===== src/rtl/uart_pkg.sv =====
// Shared definitions for the UART boot loader slice.
// Contents:
//   - UART register offsets (RX, TX, CONF).
//   - Bit positions inside the RX register word.
//   - Acknowledge codes sent back over TX.
//   - Parser and APB sequencer state encodings.
package uart_pkg;

    localparam logic [3:0] UART_RX_ADDR   = 4'h0;
    localparam logic [3:0] UART_TX_ADDR   = 4'h4;
    localparam logic [3:0] UART_CONF_ADDR = 4'h8;

    localparam int RX_EMPTY_BIT = 31;
    localparam int RX_ERR_BIT   = 9;
    localparam int RX_PAR_BIT   = 8;

    localparam logic [7:0] ACK = 8'h06;
    localparam logic [7:0] NAK = 8'h15;

    // ST_ACK is only reachable when the TX acknowledge write is built in.
    typedef enum logic [2:0] {
        ST_HUNT,
        ST_ADDR,
        ST_LEN,
        ST_DATA,
        ST_CSUM,
        ST_DONE,
        ST_ACK
    } parse_state_t;

    typedef enum logic [1:0] {
        APB_IDLE,
        APB_SETUP,
        APB_ACCESS
    } apb_state_t;

endpackage


===== src/rtl/apb_byte_master.sv =====
// APB3 single-transfer sequencer.
// A transfer starts when req is high while the sequencer is idle; done pulses
// for one cycle after PREADY with the captured RX byte and flags. Requests are
// ignored during the done cycle, so the requester can react to the result
// before the next transfer, and at least one idle bus cycle separates transfers.
// Ports:
//   clk, reset            clock, synchronous active-high reset
//   req, wr, addr, wdata  transfer request and its attributes
//   done                  one-cycle completion strobe
//   rx_byte, rx_empty, rx_err, rx_par  fields of the captured PRDATA
//   apb_*                 APB3 master interface
module apb_byte_master
    import uart_pkg::*;
(
    input  logic        clk,
    input  logic        reset,
    input  logic        req,
    input  logic        wr,
    input  logic [3:0]  addr,
    input  logic [31:0] wdata,
    output logic        done,
    output logic [7:0]  rx_byte,
    output logic        rx_empty,
    output logic        rx_err,
    output logic        rx_par,
    output logic [3:0]  apb_PADDR,
    output logic        apb_PSEL,
    output logic        apb_PENABLE,
    output logic        apb_PWRITE,
    output logic [31:0] apb_PWDATA,
    input  logic        apb_PREADY,
    input  logic [31:0] apb_PRDATA
);

    apb_state_t  state_reg, state_next;
    logic [3:0]  paddr_reg;
    logic        pwrite_reg;
    logic [31:0] pwdata_reg;
    logic        done_reg;
    logic [7:0]  rx_byte_reg;
    logic        rx_empty_reg, rx_err_reg, rx_par_reg;
    logic        prdata_unused;

    // Status bits between the flags and the empty bit carry no information.
    assign prdata_unused = &{1'b0, apb_PRDATA[30:10]};

    always_comb begin
        state_next = state_reg;
        case (state_reg)
            APB_IDLE:   if (req && !done_reg) state_next = APB_SETUP;
            APB_SETUP:  state_next = APB_ACCESS;
            APB_ACCESS: if (apb_PREADY) state_next = APB_IDLE;
            default:    state_next = APB_IDLE;
        endcase
    end

    always_ff @(posedge clk) begin
        if (reset) begin
            state_reg    <= APB_IDLE;
            paddr_reg    <= '0;
            pwrite_reg   <= 1'b0;
            pwdata_reg   <= '0;
            done_reg     <= 1'b0;
            rx_byte_reg  <= '0;
            rx_empty_reg <= 1'b1;
            rx_err_reg   <= 1'b0;
            rx_par_reg   <= 1'b0;
        end else begin
            state_reg <= state_next;
            done_reg  <= (state_reg == APB_ACCESS) && apb_PREADY;
            if (state_reg == APB_IDLE && req && !done_reg) begin
                paddr_reg  <= addr;
                pwrite_reg <= wr;
                pwdata_reg <= wdata;
            end
            if (state_reg == APB_ACCESS && apb_PREADY) begin
                rx_byte_reg  <= apb_PRDATA[7:0];
                rx_empty_reg <= apb_PRDATA[RX_EMPTY_BIT];
                rx_err_reg   <= apb_PRDATA[RX_ERR_BIT];
                rx_par_reg   <= apb_PRDATA[RX_PAR_BIT];
            end
        end
    end

    assign apb_PSEL    = (state_reg != APB_IDLE);
    assign apb_PENABLE = (state_reg == APB_ACCESS);
    assign apb_PADDR   = paddr_reg;
    assign apb_PWRITE  = pwrite_reg;
    assign apb_PWDATA  = pwdata_reg;
    assign done        = done_reg;
    assign rx_byte     = rx_byte_reg;
    assign rx_empty    = rx_empty_reg;
    assign rx_err      = rx_err_reg;
    assign rx_par      = rx_par_reg;

endmodule


===== src/rtl/uart_boot_loader.sv =====
// UART boot loader: polls the UART RX register over APB, parses the frame
// MAGIC, ADDR(4, LE), LEN(2, LE, words), LEN*4 data bytes, CSUM
// and writes each assembled word to memory through a valid/ready port.
// boot_done (sticky) and boot_addr report a good frame; boot_error pulses
// on a checksum mismatch, a flagged RX byte or an inter-byte timeout.
// Optional macro UART_BOOT_LOADER_ACK_EN: after each frame verdict an APB
// write of ACK/NAK to the TX register is issued; without it the loader
// never writes over APB.
// Ports:
//   clk, reset, enable     clock, synchronous active-high reset, run enable
//   apb_*                  APB3 master towards the UART controller
//   mem_valid/ready/addr/wdata  memory write port
//   boot_done, boot_error, boot_addr  status towards boot logic
module uart_boot_loader
    import uart_pkg::*;
#(
    parameter logic [23:0] TIMEOUT_CYCLES = 24'd1000000,
    parameter logic [7:0]  MAGIC          = 8'hA5
) (
    input  logic        clk,
    input  logic        reset,
    input  logic        enable,
    output logic [3:0]  apb_PADDR,
    output logic        apb_PSEL,
    output logic        apb_PENABLE,
    output logic        apb_PWRITE,
    output logic [31:0] apb_PWDATA,
    input  logic        apb_PREADY,
    input  logic [31:0] apb_PRDATA,
    output logic        mem_valid,
    input  logic        mem_ready,
    output logic [31:0] mem_addr,
    output logic [31:0] mem_wdata,
    output logic        boot_done,
    output logic        boot_error,
    output logic [31:0] boot_addr
);

    parse_state_t state_reg, state_next;
    logic [31:0] addr_reg, addr_next;
    logic [15:0] len_reg, len_next;
    logic [23:0] word_reg, word_next;
    logic [15:0] idx_reg, idx_next;
    logic [1:0]  cnt_reg, cnt_next;
    logic [7:0]  sum_reg, sum_next;
    logic [23:0] timer_reg, timer_next;
    logic        mem_valid_reg, mem_valid_next;
    logic [31:0] mem_addr_reg, mem_addr_next;
    logic [31:0] mem_wdata_reg, mem_wdata_next;
    logic        boot_done_reg, boot_done_next;
    logic        boot_error_reg, boot_error_next;
    logic [31:0] boot_addr_reg, boot_addr_next;

    logic        m_req, m_wr, rx_done, rx_empty, rx_err, rx_par;
    logic [3:0]  m_addr;
    logic [31:0] m_wdata;
    logic [7:0]  rx_byte;
    logic        fetch_rd, got_byte, bad_byte, counting, fail, pass;

    // Reads stop while a word waits for memory, so no byte is lost.
    assign fetch_rd = enable && !mem_valid_reg &&
                      (state_reg inside {ST_HUNT, ST_ADDR, ST_LEN, ST_DATA, ST_CSUM});
    // A completed write is not a received byte, whatever PRDATA held.
    assign got_byte = rx_done && !rx_empty && !apb_PWRITE;
    assign bad_byte = rx_err || rx_par;
    assign counting = !mem_valid_reg &&
                      (state_reg inside {ST_ADDR, ST_LEN, ST_DATA, ST_CSUM});

`ifdef UART_BOOT_LOADER_ACK_EN
    logic [7:0] ack_code_reg, ack_code_next;
    assign m_wr    = (state_reg == ST_ACK);
    assign m_req   = fetch_rd || (enable && m_wr);
    assign m_addr  = m_wr ? UART_TX_ADDR : UART_RX_ADDR;
    assign m_wdata = {24'd0, ack_code_reg};
`else
    assign m_wr    = 1'b0;
    assign m_req   = fetch_rd;
    assign m_addr  = UART_RX_ADDR;
    assign m_wdata = '0;
`endif

    apb_byte_master u_apb (
        .clk         (clk),
        .reset       (reset),
        .req         (m_req),
        .wr          (m_wr),
        .addr        (m_addr),
        .wdata       (m_wdata),
        .done        (rx_done),
        .rx_byte     (rx_byte),
        .rx_empty    (rx_empty),
        .rx_err      (rx_err),
        .rx_par      (rx_par),
        .apb_PADDR   (apb_PADDR),
        .apb_PSEL    (apb_PSEL),
        .apb_PENABLE (apb_PENABLE),
        .apb_PWRITE  (apb_PWRITE),
        .apb_PWDATA  (apb_PWDATA),
        .apb_PREADY  (apb_PREADY),
        .apb_PRDATA  (apb_PRDATA)
    );

    always_comb begin
        state_next      = state_reg;
        addr_next       = addr_reg;
        len_next        = len_reg;
        word_next       = word_reg;
        idx_next        = idx_reg;
        cnt_next        = cnt_reg;
        sum_next        = sum_reg;
        timer_next      = timer_reg;
        mem_valid_next  = mem_valid_reg;
        mem_addr_next   = mem_addr_reg;
        mem_wdata_next  = mem_wdata_reg;
        boot_done_next  = boot_done_reg;
        boot_error_next = 1'b0;
        boot_addr_next  = boot_addr_reg;
`ifdef UART_BOOT_LOADER_ACK_EN
        ack_code_next   = ack_code_reg;
`endif
        fail = 1'b0;
        pass = 1'b0;

        if (mem_valid_reg && mem_ready) mem_valid_next = 1'b0;
        if (counting) timer_next = timer_reg + 24'd1;

        if (!enable) begin
            // Bytes completing while disabled are dropped; DONE is terminal.
            timer_next = '0;
            cnt_next   = '0;
            if (state_reg != ST_DONE) state_next = ST_HUNT;
        end else if (got_byte) begin
            timer_next = '0;
            if (bad_byte) begin
                if (state_reg inside {ST_ADDR, ST_LEN, ST_DATA, ST_CSUM}) fail = 1'b1;
            end else begin
                case (state_reg)
                    ST_HUNT: if (rx_byte == MAGIC) begin
                        sum_next   = '0;
                        cnt_next   = '0;
                        state_next = ST_ADDR;
                    end
                    ST_ADDR: begin
                        addr_next[{cnt_reg, 3'b000} +: 8] = rx_byte;
                        sum_next = sum_reg + rx_byte;
                        cnt_next = cnt_reg + 2'd1;
                        if (cnt_reg == 2'd3) state_next = ST_LEN;
                    end
                    ST_LEN: begin
                        sum_next = sum_reg + rx_byte;
                        if (cnt_reg == 2'd0) begin
                            len_next[7:0] = rx_byte;
                            cnt_next      = 2'd1;
                        end else begin
                            len_next[15:8] = rx_byte;
                            cnt_next       = '0;
                            idx_next       = '0;
                            state_next     = ({rx_byte, len_reg[7:0]} == 16'd0) ? ST_CSUM : ST_DATA;
                        end
                    end
                    ST_DATA: begin
                        sum_next = sum_reg + rx_byte;
                        cnt_next = cnt_reg + 2'd1;
                        case (cnt_reg)
                            2'd0: word_next[7:0]   = rx_byte;
                            2'd1: word_next[15:8]  = rx_byte;
                            2'd2: word_next[23:16] = rx_byte;
                            default: begin
                                mem_valid_next = 1'b1;
                                mem_addr_next  = {addr_reg[31:2], 2'b00} + {14'd0, idx_reg, 2'b00};
                                mem_wdata_next = {rx_byte, word_reg};
                                idx_next       = idx_reg + 16'd1;
                                if (idx_reg + 16'd1 == len_reg) state_next = ST_CSUM;
                            end
                        endcase
                    end
                    ST_CSUM: if (rx_byte == sum_reg) pass = 1'b1; else fail = 1'b1;
                    default: ;
                endcase
            end
        end else if (counting && timer_reg == TIMEOUT_CYCLES - 24'd1) begin
            fail = 1'b1;
        end

`ifdef UART_BOOT_LOADER_ACK_EN
        // Leave ST_ACK only on completion of our own TX write.
        if (enable && state_reg == ST_ACK && rx_done && apb_PWRITE) begin
            if (ack_code_reg == ACK) begin
                state_next     = ST_DONE;
                boot_done_next = 1'b1;
            end else begin
                state_next = ST_HUNT;
            end
        end
`endif

        if (fail) begin
            boot_error_next = 1'b1;
            timer_next      = '0;
`ifdef UART_BOOT_LOADER_ACK_EN
            ack_code_next = NAK;
            state_next    = ST_ACK;
`else
            state_next = ST_HUNT;
`endif
        end
        if (pass) begin
            boot_addr_next = addr_reg;
`ifdef UART_BOOT_LOADER_ACK_EN
            ack_code_next = ACK;
            state_next    = ST_ACK;
`else
            boot_done_next = 1'b1;
            state_next     = ST_DONE;
`endif
        end
    end

    always_ff @(posedge clk) begin
        if (reset) begin
            state_reg      <= ST_HUNT;
            addr_reg       <= '0;
            len_reg        <= '0;
            word_reg       <= '0;
            idx_reg        <= '0;
            cnt_reg        <= '0;
            sum_reg        <= '0;
            timer_reg      <= '0;
            mem_valid_reg  <= 1'b0;
            mem_addr_reg   <= '0;
            mem_wdata_reg  <= '0;
            boot_done_reg  <= 1'b0;
            boot_error_reg <= 1'b0;
            boot_addr_reg  <= '0;
`ifdef UART_BOOT_LOADER_ACK_EN
            ack_code_reg   <= '0;
`endif
        end else begin
            state_reg      <= state_next;
            addr_reg       <= addr_next;
            len_reg        <= len_next;
            word_reg       <= word_next;
            idx_reg        <= idx_next;
            cnt_reg        <= cnt_next;
            sum_reg        <= sum_next;
            timer_reg      <= timer_next;
            mem_valid_reg  <= mem_valid_next;
            mem_addr_reg   <= mem_addr_next;
            mem_wdata_reg  <= mem_wdata_next;
            boot_done_reg  <= boot_done_next;
            boot_error_reg <= boot_error_next;
            boot_addr_reg  <= boot_addr_next;
`ifdef UART_BOOT_LOADER_ACK_EN
            ack_code_reg   <= ack_code_next;
`endif
        end
    end

    assign mem_valid  = mem_valid_reg;
    assign mem_addr   = mem_addr_reg;
    assign mem_wdata  = mem_wdata_reg;
    assign boot_done  = boot_done_reg;
    assign boot_error = boot_error_reg;
    assign boot_addr  = boot_addr_reg;

endmodule

===== config.mk =====
export PLATFORM = sky130hd
export DESIGN_NAME = uart_boot_loader
export DESIGN_NICKNAME = d
export VERILOG_FILES = /design/src/rtl/uart_pkg.sv /design/src/rtl/apb_byte_master.sv /design/src/rtl/uart_boot_loader.sv
export SDC_FILE = /design/constraint.sdc
export NUM_CORES = 1
export LEC_CHECK = 0
export BUFFER_PORTS_ARGS = -buffer_cell sky130_fd_sc_hd__buf_2
export CAP_MARGIN = 5
export CORE_ASPECT_RATIO = 1.1
export CORE_MARGIN = 4
export CORE_UTILIZATION = 60
export DETAILED_ROUTE_END_ITERATION = 12
export HOLD_SLACK_MARGIN = 0.12
export PLACE_DENSITY = 0.84
export SYNTH_ARGS = -nofsm -noshare
export SYNTH_HDL_FRONTEND = slang
export SYNTH_SLANG_ARGS = --single-unit

===== constraint.sdc =====
create_clock -name clk -period 6.35 [get_ports clk]
set_input_delay 0.3175 -clock clk [delete_from_list [all_inputs] [get_ports clk]]
set_output_delay 0.3175 -clock clk [all_outputs]
set_load 0.01 [all_outputs]

Word level (Yosys, flattened, before mapping)
Index checks and enable logic that the tools add are counted.
{"block": "totals", "regBits": 238}
{"block": "op_classes", "add_sub_neg": 6, "eq_ne": 35, "shift": 2, "muxes": 44, "bitwise": 4, "n_reduce_logical": 43}
{"op": "3-bit 2-to-1 mux", "n": 12}
{"op": "5-bit AND reduction", "n": 7}
{"op": "32-bit by 18-bit adder with 32-bit output", "n": 1}
{"op": "32-bit bitwise mux", "n": 1}
{"op": "16-bit 2-to-1 mux", "n": 2}
{"op": "16-bit case mux with 2 select lines", "n": 1}
{"op": "8-bit by 7-bit variable shift with 32-bit output (first input constant)", "n": 1}
{"op": "8-bit by 7-bit variable part select with 32-bit output", "n": 1}
{"op": "24-bit by 1-bit adder with 24-bit output (second input constant)", "n": 1}
{"op": "24-bit by 20-bit == test with 1-bit output (second input constant)", "n": 1}
{"op": "1-bit 2-to-1 mux", "n": 20}
{"op": "9-bit AND reduction", "n": 2}
{"op": "16-bit by 1-bit adder with 16-bit output (second input constant)", "n": 1}
{"op": "16-bit == test", "n": 1}
{"op": "16-bit zero test", "n": 1}
{"op": "8-bit case mux with 2 select lines", "n": 1}
{"op": "5-bit by 4-bit inequality test with 1-bit output (second input constant)", "n": 3}
{"op": "2-bit case mux with 3 select lines", "n": 2}
{"op": "3-bit case mux with 4 select lines", "n": 1}
{"op": "5-bit inequality test (second input constant)", "n": 2}
{"op": "3-bit by 2-bit inequality test with 1-bit output (second input constant)", "n": 3}
{"op": "3-bit inequality test (second input constant)", "n": 3}
{"op": "3-bit OR reduction", "n": 3}
{"op": "8-bit adder", "n": 1}
{"op": "other kinds (32)", "n": 62}

Longest topological paths before layout
Gate-level depths: netlist of the first run.
{"block": "logic_depth", "word_depth": 10, "ltp_mapped": 12}

Cells and area by module
Synthesis of the first run repeated with hierarchy kept, for this count alone.
{"block": "hier_totals", "hier_cells": 1573, "hier_area_um2": 13060.0}
{"module": "uart_boot_loader", "n_inst": 1, "cells_each": 1352, "area_each_um2": 10782.8}
{"module": "apb_byte_master", "n_inst": 1, "cells_each": 221, "area_each_um2": 2277.2}

Worst setup path after synthesis of the first run
Ideal clock, no wire load.
{"block": "synth_path", "path_type": "register -> register", "from": "register idx_reg[0]", "to": "register mem_addr_reg[28] (netlist: mem_addr[28])", "setup_ps": 74, "t_arrival_ps": 2540, "t_required_ps": 6276, "setup_slack_ps": 3736, "path_stages_with_launch": 13, "path_buffers": 1, "cell_sequence": "dfxtp_1 ha_1 inv_1 fa_1 nor2b_1 o21a_1 o21ai_0 a21oi_1 o31ai_1 o21a_1 clkbuf_1 or3_1 a31oi_1"}
{"block": "synth_via", "elab_chain_cells": 1}
{"item": "from (decl)", "line_no": "uart_boot_loader.sv:43", "rtl": "logic [15:0] idx_reg, idx_next;"}
{"item": "from (signal assigned)", "line_no": "uart_boot_loader.sv:243", "rtl": "idx_reg <= idx_next;"}
{"item": "32-bit by 18-bit adder with 32-bit output", "line_no": "uart_boot_loader.sv:170", "rtl": "mem_addr_next = {addr_reg[31:2], 2'b00} + {14'd0, idx_reg, 2'b00};"}
{"item": "to (signal assigned)", "line_no": "uart_boot_loader.sv:248", "rtl": "mem_addr_reg <= mem_addr_next;"}
{"item": "to (decl)", "line_no": "uart_boot_loader.sv:48", "rtl": "logic [31:0] mem_addr_reg, mem_addr_next;"}
Every way passes these cells.
A chain may end at the register's enable or synchronous reset.

Final worst setup path of the first run
{"block": "layout_path", "from": "register u_apb.rx_empty_reg (netlist: u_apb.rx_empty)", "to": "register mem_addr_reg[27] (netlist: mem_addr[27])"}
{"block": "layout_via", "elab_chain_cells": 3}
{"item": "from (decl)", "line_no": "apb_byte_master.sv:41", "rtl": "logic rx_empty_reg, rx_err_reg, rx_par_reg;"}
{"item": "from (signal assigned)", "line_no": "apb_byte_master.sv:78", "rtl": "rx_empty_reg <= apb_PRDATA[RX_EMPTY_BIT];"}
{"item": "1-bit zero test", "line_no": "uart_boot_loader.sv:64", "rtl": "assign got_byte = rx_done && !rx_empty && !apb_PWRITE;"}
{"item": "1-bit logical AND", "line_no": "uart_boot_loader.sv:64"}
{"item": "5-bit AND reduction (no line)"}
Every way passes these cells.

==> results of run 1 <==
## kinds of logic (layout without fill, tap and decap cells)
logic type / Yosys count / count (layout) / synth area share
adders and majority gates: 36 / 36 / 0.0409
xor gates and xnor gates: 57 / 57 / 0.0441
DFF: 236 / 236 / 0.418
muxes: 23 / 23 / 0.0205
other: 1 / 39 / 0.000331
buffers and inverters: 150 / 194 / 0.0700
and+or+nand+nor: 593 / 593 / 0.246
AOI/OAI and AO/OA: 311 / 311 / 0.160
## timing repair
action	in CTS	in global routing
endpoints found under the hold margin	12	0
hold buffers	12	0
resized for setup	0	0
## path summary, 6_finish.rpt
path | endpoint | startpoint | slack [ps]
worst max register to register | mem_addr[27] | u_apb.rx_empty | 2920
worst max-delay path | mem_addr[27] | u_apb.rx_empty | 2920
worst min register to register | mem_addr[7] | mem_addr[7] | 450
worst min-delay path | state_reg[2] | enable | 150
## placed cells by master, fill, tap and decap left out, drive strengths merged, types with 5 or more instances in the layout
cell type	Yosys	final
a21o	14	14
nor2b	6	6
and3	15	15
nand2	271	271
o21a	5	5
xnor2	32	32
dlygate4sd3	0	12
nand3	88	88
o211ai	6	6
a211oi	8	8
dfxtp	236	236
nand4	17	17
a21oi	190	190
nand2b	7	7
and4	9	9
ha	33	33
nor3	19	19
o21bai	5	5
a22oi	7	7
and2	8	8
conb	1	39
clkbuf	73	34
nor2	96	96
inv	19	19
xor2	25	25
mux2i	22	22
o21ai	35	35
or3	20	20
buf	57	120
nor4	14	14
a31oi	16	16
or4	6	6
## report_power, final
group | leakage [nW] | internal [mW] | switching (mW) | total, mW
combinational | 2.66 | 0.0206 | 0.0536 | 0.0742
sequential | 1.90 | 1.48 | 0.0104 | 1.49
clock | 0.421 | 0.938 | 0.579 | 1.52
## per-layer routing
layer  track usage  vias to the layer above  wire length, µm
met3        0.0475                       74             2170
li1              -                     4914                -
met2         0.446                      405            13800
met4        0.0885                        0              876
met1         0.328                     4760            11700
met5             0                        -                0
## worst max-delay path, delay by kind of cell (launching register included)
kind	cells	cell delay (ps)
buf+inv	2	810
simple gates	6	2170
flops	1	310
## per-stage QoR
step / power [mW] / cell area [µm²] / worst slack [ps] / util
2_1_floorplan: 1.59 / 11500 / 3740 / -
3_3_place_gp: 1.59 / 11700 / 3050 / 0.632
3_5_place_dp: 1.59 / 11700 / 2970 / 0.632
4_1_cts: 3.10 / 12600 / 2950 / 0.685
5_1_grt: 3.17 / 12600 / 2680 / 0.685
6_report: 3.08 / 12600 / 2920 / 0.685
## cell type report
class	instances	area (µm²)	share of cell area
multi-input combinational	1059	5950	0.470
inverter	19	71.3	0.00564
clock inverter	9	148	0.0117
sequential	236	4720	0.374
tap	243	304	0.0240
timing repair buffer	132	742	0.0587
clock buffer	34	709	0.0561
==> qor.yml, run 1 <==
status: "completed"
drv_cap: 0
synthArstFlopShare: 0
max_freq_ghz: 0.292
cts_tree: "yes"
vias: 10200
cts.htree.levels: 1
wire_per_inst_um: 16.5
drv_slew: 0
antenna_found_initial: 0
layout.nets: 1544
nFillCells: 1511
fin_setup_tns_ps: 0
clk_path_buf_depth: 3
setup_viol: 0
viasPerCell: 5.86
finalCriticalPeriod_ps: 3430
synth.area.top_cells: "dfxtp_1, nand2_1, a21oi_1"
timing.hold.ws_ps: 148
worstSkewPairLatency_ps: 520
die_w_um: 139
num_rows: 52
critPathMaxFanout: 43
core-area_um2: 18500
fin_crit_sh: 0.540
postCtsSetupRepairBufs: 0
max_stage_delay_ps: 590
grt_pass1_wl_um: 47300
synth_top_area_share: 0.418
drtIter0Drc: 800
rsz0062_at_grt: "false"
cts_sinks: 236
skew_ps: 8.14
crit_type: "register to register"
drt-total-wl_um: 28600
required_ps: 6760
drive_above_1_share: 0.128
endpoint_kind: "register"
port_buffers: 114
reg2reg_depth: 8
critPathLaunchType: "register"
ir_drop_uv: 231
drcViolationCount: 0
yosysWarnings: 0
boundaryPins: 175
postSynthAreaPerCell_um2: 8.04
worst_slew_pin_slew_ps: 1110
routabilityCongestion: 0.910
grt_max_degree: 110
synthCells: 1407
syn_to_final_growth_pct: 11.8
synth_ff_type: "dfxtp_1"
first_pass_iters: 5
ys_seq_area_frac: 0.418
overflow: 0
dp.cells: 1677
antennaDiodeCount: 0
die_area_um2: 21100
ys_ff_latch: 236
dieHeight_um: 152
syn-cell-area_um2: 11300
yosysMostFrequentCell: "nand2_1"
leakagePower_nw: 4.98
whs_path_depth: 3
grt_pass1_vias: 9529
cts-root-buf: "clkbuf_16"
postRouteAntennaNets: 0
min_path_type: "input port to register"
cts_made_buffers: 24
p_per_area_nw_per_um2: 244
synth_edf_count: 0
grt_usage: 0.259
final-hold-violation-count: 0
cp.arrival_ps: 3840
final_cells: 1732
path_clk_slew_ps: 70
synth_cell_type_count: 78
crit_slowest_cell: "nand2_2"
hpwl_um: 18000
path_common_cell: "buf_4"
start_util: 0.612
synth_top_cell_by_area: "dfxtp_1"
slew_headroom: 0.261
cp_cell_sequence: "nand2b_1 > nor3_1 > and4_1 > buf_4 > nand2_2 > buf_4 > or4_1 > and3_1"
synth_common_cells: "nand2_1, dfxtp_1, a21oi_1, nor2_1, nand3_1"
Note: power is estimated with default switching activity, not from simulation.
==> run 2, diff against run 1 <==
- CORE_UTILIZATION: 60 -> 52
- PLACE_DENSITY: 0.84 -> 0.77
- clock period: 6.35 -> 2.8 ns (I/O delays scaled with it)
==> run 2 against run 1 <==
Effect of this change:
- first-iteration DRC count increased by 0.50%
- non-clock buffer count increased by 49
- hold slack improved by 260 ps
- register-to-register slack got worse by 2800 ps
- utilization decreased by 7.4 points
- sequential share of layout area decreased by 1.2 points
- total power increased by 120%
- clock-buffer cell count decreased by 4
- die area increased by 15%
==> qor.yml, run 2 (synthesized netlist as in run 1, its figures left out) <==
status: "completed"
crit_slowest_cell: "a211o_1"
overflow: 0
setup_viol: 0
grt_max_degree: 72
rr_endpoint: "mem_addr[23]"
finalCriticalPeriod_ps: 2660
hpwl_um: 19700
critPathLaunchType: "register"
drv_slew: 0
whs_path_depth: 4
path_clk_slew_ps: 60
dr_wl_met2_um: 14100
required_ps: 3210
wl_met1_um: 12400
max_freq_ghz: 0.376
viasPerCell: 5.57
final-hold-violation-count: 0
holdPathEnd: "u_apb.rx_empty"
wl_met3_um: 1900
timing.hold.ws_ps: 405
critPathMaxFanout: 9
cts_tree: "yes"
endpoint_kind: "register"
postRouteAntennaNets: 0
core-area_um2: 21400
cp_cell_sequence: "ha_1 > a21o_1 > a21o_1 > a211oi_1 > buf_4 > o21bai_1 > a21oi_1 > o21bai_2 > a211o_1 > o221a_2"
final_cell_mix: "nand2_1, dfxtp_1, a21oi_1"
path_common_cell: "a21o_1"
antenna_found_initial: 0
grt_usage: 0.234
dp.cells: 1768
cts-root-buf: "clkbuf_16"
timing.rr.start: "addr_reg[3]"
dieHeight_um: 163
port_buffers: 114
crit_type: "register to register"
num_rows: 56
drive_above_1_share: 0.158
start_util: 0.529
final_common_cell: "nand2_1"
grt_pass1_vias: 9678
nFillCells: 1890
hp-start: "apb_PRDATA[31]"
wire_per_inst_um: 15.9
leakagePower_nw: 5.19
drt-total-wl_um: 29000
routabilityCongestion: 0.890
cts_sinks: 236
clk_path_buf_depth: 3
final_cells: 1828
slew_headroom: 0.527
vias: 10200
drcViolationCount: 0
p_per_area_nw_per_um2: 521
drtIter0Drc: 804
skew_ps: 14.7
die_area_um2: 24200
ir_drop_uv: 397
fin_util: 0.611
worstSkewPairLatency_ps: 520
drv_cap: 0
top_layer: "met4"
cts_made_buffers: 24
fin_crit_sh: 0.950
worst_slew_pin_slew_ps: 710
min_path_type: "input port to register"
die_w_um: 149
syn_to_final_growth_pct: 15.4
reg2reg_depth: 10
r2r_setup_slack_ps: 140
boundaryPins: 175
cts.htree.levels: 1
grt_pass1_wl_um: 47600
max_stage_delay_ps: 370
cp.arrival_ps: 3070
first_pass_iters: 7
antennaDiodeCount: 0
layout.nets: 1594
-- run 2: changes by cell type in the layout (fill, tap and decap cells not counted), sizes merged --
cell	delta
dlygate4sd3	+3
clkbuf	-4
bufinv	-2
o21a	+1
clkinvlp	+3
buf	+46
clkinv	+2
-- run 2: worst max path at each step --
| stage | from | end | slack (ps) | depth (start not counted) |
|---|---|---|---|---|
| after global placement | addr_reg[2] | mem_addr[18] | 60 | 11 |
| after global routing | addr_reg[2] | mem_addr[30] | -5 | 11 |
| final | addr_reg[3] | mem_addr[23] | 140 | 10 |
| after CTS | addr_reg[2] | mem_addr[24] | 30 | 11 |
| after detailed placement | addr_reg[2] | mem_addr[24] | -50 | 11 |
| after floorplan | idx_reg[0] | mem_addr[28] | 190 | 12 |
-- run 2: layout make-up --
class                   instances  area [µm²]  share of cell area
repair buffers                181        1120              0.0856
flip-flops and latches        236        4720               0.362
well taps                     290         363              0.0278
clock buffers                  30         674              0.0517
inverters                      19        71.3             0.00546
multi-input cells            1060        5980               0.458
clock inverters                12         124             0.00949
-- run 2: metal layers --
layer  vias up  global-route usage
met3        63              0.0381
met2       320               0.396
met1      4794               0.306
met5         -                   0
met4         0              0.0735
li1       5008                   -
-- run 2: power by group --
group / internal (mW) / switching [mW] / total [mW]
Sequential: 3.36 / 0.0112 / 3.38
Clock: 1.89 / 1.34 / 3.23
Combinational: 0.0572 / 0.136 / 0.194
Total: 5.31 / 1.49 / 6.80
-- run 2: stage by stage --
step	instance area (µm²)	setup TNS, ps	total power, mW	setup slack, ps
final	13100	0	6.80	140
after global routing	13100	-9.70	7.00	-5.07
after CTS	13000	0	6.84	31.6
after detailed placement	12100	-94.1	3.62	-49.0
after global placement	12100	0	3.62	57.4
after floorplan	11500	0	3.61	186
-- run 2: timing repair --
item / 4_1_cts / 5_1_grt
endpoints found under the hold margin: 51 / 0
hold buffers: 15 / 0
resized for setup: 1 / 6
gates cloned: 0 / 1
endpoints found under the setup margin: 7 / 14
setup buffers: 0 / 2
pin swaps: 0 / 4
-- run 2: worst max-delay path: cells and delay by family (launching register included) --
| family | cells | cell delay, ps |
|---|---|---|
| buffers and inverters | 1 | 170 |
| adder cells (fa/ha/maj) | 1 | 300 |
| flip-flops | 1 | 340 |
| AO/OA/AOI/OAI | 8 | 1750 |
